[src/rtl/shift_seq.sv]
// shift_seq: multi-cycle barrel shifter (sll/sra) applying one power-of-two stage per cycle.
module shift_seq (
  input  logic        clock,
  input  logic        reset,
  input  logic        start,
  input  logic        kill,
  input  logic        op,
  input  logic [31:0] data_in,
  input  logic [4:0]  shamt,
  output logic [31:0] data_out,
  output logic        ready,
  output logic        busy,
  output logic        done
);
  typedef enum logic [1:0] {IDLE, SHIFT, DONE} state_t;
  state_t      state, next;
  logic [31:0] work, staged;
  logic [4:0]  amt, k;
  logic [2:0]  cnt;
  logic        wop, accept;
  assign accept = state == IDLE && start && !kill;
  // cnt walks 4..0, so this stage shifts by 16, 8, 4, 2, 1 in turn
  assign k      = 5'd1 << cnt;
  assign staged = !amt[cnt] ? work : wop ? 32'($signed(work) >>> k) : work << k;
  always_ff @(posedge clock)
    state <= !reset ? IDLE : next;
  always_comb begin
    next = state == IDLE  ? (accept ? SHIFT : IDLE) :
           state == SHIFT ? (kill ? IDLE : cnt == 3'd0 ? DONE : SHIFT) : IDLE;
  end
  always_comb begin
    ready = state == IDLE;
    busy  = state == SHIFT;
    done  = state == DONE;
  end
  always_ff @(posedge clock) begin
    if (!reset) begin
      work     <= '0;
      amt      <= '0;
      wop      <= 1'b0;
      cnt      <= '0;
      data_out <= '0;
    end else if (accept) begin
      work <= data_in;
      amt  <= shamt;
      wop  <= op;
      cnt  <= 3'd4;
    end else if (state == SHIFT && !kill) begin
      work <= staged;
      cnt  <= cnt - 3'd1;
      if (cnt == 3'd0) data_out <= staged;
    end
  end
endmodule

[config.mk]
export PLATFORM = sky130hd
export DESIGN_NAME = shift_seq
export DESIGN_NICKNAME = d
export VERILOG_FILES = /design/src/rtl/shift_seq.sv
export SDC_FILE = /design/constraint.sdc
export NUM_CORES = 1
export LEC_CHECK = 0
export ABC_AREA = 1
export BUFFER_PORTS_ARGS = -buffer_cell sky130_fd_sc_hd__buf_4
export CELL_PAD_IN_SITES_DETAIL_PLACEMENT = 1
export CELL_PAD_IN_SITES_GLOBAL_PLACEMENT = 1
export CORE_AREA = 2 2 153 155
export DETAILED_ROUTE_END_ITERATION = 10
export DIE_AREA = 0 0 155 157
export PLACE_DENSITY_LB_ADDON = 0.1
export SETUP_SLACK_MARGIN = 0.05
export SLEW_MARGIN = 10
export SYNTH_ARGS = -nofsm -noshare
export SYNTH_HDL_FRONTEND = slang
export SYNTH_SLANG_ARGS = --single-unit
[constraint.sdc]
create_clock -name clock -period 6 [get_ports clock]
set_clock_uncertainty 0.05 [all_clocks]
set_input_delay 0.6 -clock clock [delete_from_list [all_inputs] [get_ports clock]]
set_output_delay 0.6 -clock clock [all_outputs]
set_load 0.02 [all_outputs]
==> impl_metrics.py <==
metrics = {
    "status": {
        "status": "finished clean",
    },
    "logic_synthesis": {
        "synthTopCellsByArea": "nand2_1 (24%), nand3_1 (23%), dfxtp_1 (22%)",
        "synth-edff-count": 0,
        "async_flop_share": 0,
        "ys_ff_latch": 75,
        "ys.flop_type": "dfxtp_1",
        "syn_area_per_cell_um2": 5.33,
        "netlist_instances": 1262,
        "ys_types": 25,
        "yosysWarnings": 0,
        "synth-seq-area-share": 0.223,
        "syn_nets": 1309,
        "netlist_area_um2": 6730,
        "synth_top_area_share": 0.241,
        "yosys.area.top_type": "nand2_1",
    },
    "setup_path": {
        "r2r_setup_slack_ns": 2.45,
        "r2r_start": "cnt[2]",
        "cp-end-kind": "flip-flop",
        "cpMaxStageDelayCell": "nand2_4",
        "crit_start": "cnt[2]",
        "crit_chain": "inv_2 -> nand2_4 -> inv_2 -> buf_4 -> nand3_1 -> nand3_1 -> nand2_1 -> nor3_1 -> nand2_1 -> nand3_1 -> a21oi_1",
        "critPathCapture": "work[19]",
        "critPathKind": "flip-flop to flip-flop",
        "reg2reg_to": "work[19]",
        "cp_max_fo": 60,
        "worstPathRequired_ns": 6.16,
        "r2r_cells": 11,
        "slowest_delay_ns": 0.56,
        "cp.arrival_ns": 3.71,
        "path_common_cell": "nand3_1",
        "start_kind": "flip-flop",
    },
    "placement": {
        "dp_hpwl_um": 24500,
        "gp_congestion": 0.967,
        "io_buffers": 76,
    },
    "cells_and_area": {
        "multiInputGateArea_um2": 4510,
        "fin_nets": 1329,
        "final_common_cell": "nand2_1",
        "syn2layout_area_growth_pct": 15.1,
        "register_area_um2": 1500,
        "num_antenna_cells": 0,
        "nFillCells": 3085,
        "final_util": 0.344,
        "layout_common_cells": "nand2_1 (431), nand3_1 (316), inv_1 (96), buf_4 (90), a21oi_1 (87)",
        "drive_gt1_frac": 0.0979,
    },
    "global_route": {
        "grt_pass1_vias": 8443,
        "grt_pass1_wl_um": 51200,
        "grt_start_max_net_pins": 61,
        "antenna_found_initial": 0,
        "grt_overflow": 0,
        "grt_usage": 0.275,
    },
    "floorplan": {
        "core_um2": 22500,
        "die_area_um2": 24300,
        "die_w_um": 155,
        "start_util": 0.299,
        "row_count": 55,
        "die_h_um": 157,
        "io_pins": 77,
    },
    "drt": {
        "ant_nets": 0,
        "vias_per_cell": 5.44,
        "vias": 8556,
        "drt-initial-drc-count": 726,
        "wire_per_inst_um": 21.1,
        "routed_wl_um": 33200,
        "post-route-drc-count": 0,
        "drtPass1Iterations": 5,
    },
    "power": {
        "seqPwrFrac": 0.343,
        "vdd_ir_drop_max_mv": 0.127,
        "power.clock.fraction": 0.365,
        "switching_share": 0.379,
        "switchingPower_uw": 604,
        "p_comb_frac": 0.293,
        "power.leakage_uw": 0.00374,
        "p_int_uw": 990,
        "power_density_nw_per_um2": 206,
    },
    "clock_tree": {
        "post_cts_resized": 0,
        "tritoncts": "yes",
        "cts_hold_buffers": 0,
        "cts_buffers": 9,
        "clock-sinks": 75,
        "post-cts-setup-buffer-count": 0,
        "clockBufferDepth": 2,
        "clock_latency_ns": 0.35,
        "clkTransAtPathRegs_ns": 0.07,
        "htree_num_levels": 3,
        "root_buffer": "clkbuf_16",
    },
    "timing": {
        "hold_viol": 0,
        "final-max-slew-violation-count": 0,
        "post-route-min-period_ns": 3.55,
        "hold_ws_ns": 0.418,
        "finalSetupViolCount": 0,
        "setup_tns_ns": 0,
        "maxSlewHeadroom": 0.243,
        "worstMarginPinSlew_ns": 1.13,
        "rsz0062_at_grt": "no",
        "fmax_ghz": 0.282,
        "period_share": 0.592,
    },
    "worst_hold_path": {
        "worstHoldPathType": "primary input to flip-flop",
    },
    "run": {
        "drv_cap": 0,
    },
}
-- Yosys cell counts (all sizes together) (2+ instances only) --
library cell	count
nor2	49
a21oi	87
nand4	2
buf	32
inv	103
clkbuf	49
clkinv	2
a211oi	2
nor3	6
o21ai	92
ha	5
nand2	436
o211ai	4
nand3	316
dfxtp	75
-- critical path: cells and delay by family, from the launching register on --
kind	cells	cell delay (ns)
buf+inv	3	1.07
simple gates	7	1.78
compound gates	1	0.06
flops	1	0.36
-- flip-flops by register name, indices dropped and copies added, names as in the netlist --
name / cells
amt: 5
cnt: 3
work: 32
data_out: 32
wop: 1
state: 2
-- logic make-up (layout without fill, tap and decap cells) --
| logic type | count (synthesis) | in the layout | synth area share |
|---|---|---|---|
| adders and majority gates | 5 | 5 | 0.00930 |
| buffers and inverters | 186 | 211 | 0.110 |
| AOI/OAI and AO/OA | 185 | 185 | 0.140 |
| DFF | 75 | 75 | 0.223 |
| and+or+nand+nor | 811 | 811 | 0.518 |
-- how the worst min path moves through the flow --
stage / startpoint / endpoint / slack [ns] / cells past startpoint
2_1_floorplan: amt[1] / amt[1] / 0.37 / 2
3_3_place_gp: amt[1] / amt[1] / 0.43 / 2
3_5_place_dp: amt[1] / amt[1] / 0.43 / 2
4_1_cts: shamt[2] / amt[2] / 0.41 / 3
5_1_grt: shamt[2] / amt[2] / 0.43 / 3
6_report: shamt[2] / amt[2] / 0.42 / 3
-- per-stage QoR --
step	std cells	total power [uW]	worst slack (ns)	instance area, um^2
3_3_place_gp	1556	1020	2.59	7440
6_report	1572	1590	2.45	7750
4_1_cts	1572	1600	2.55	7750
3_5_place_dp	1556	1010	2.54	7440
5_1_grt	1572	1680	2.28	7750
2_1_floorplan	1262	840	3.91	6730
-- power by group through the flow --
stage	Sequential, uW	Combinational (uW)	Clock [uW]
2_1_floorplan	547	293	0
3_3_place_gp	557	459	0
3_5_place_dp	556	459	0
4_1_cts	545	461	593
5_1_grt	548	518	617
6_report	546	466	581
-- metal layers --
metal  wire, um  track usage  share of wire
met1      16600        0.402           0.50
met2      13800        0.407           0.41
met3       1780       0.0396          0.053
met5          0            0              0
met4       1100        0.104          0.033
-- final cells by class --
class                      instances  share of cell area
clock buffer                      10              0.0308
sequential                        75               0.194
inverter                         105              0.0509
clock inverter                     6             0.00937
tap                              285              0.0460
multi-input combinational       1001               0.582
timing repair buffer              90              0.0872
Note: power is estimated with default switching activity, not from simulation.
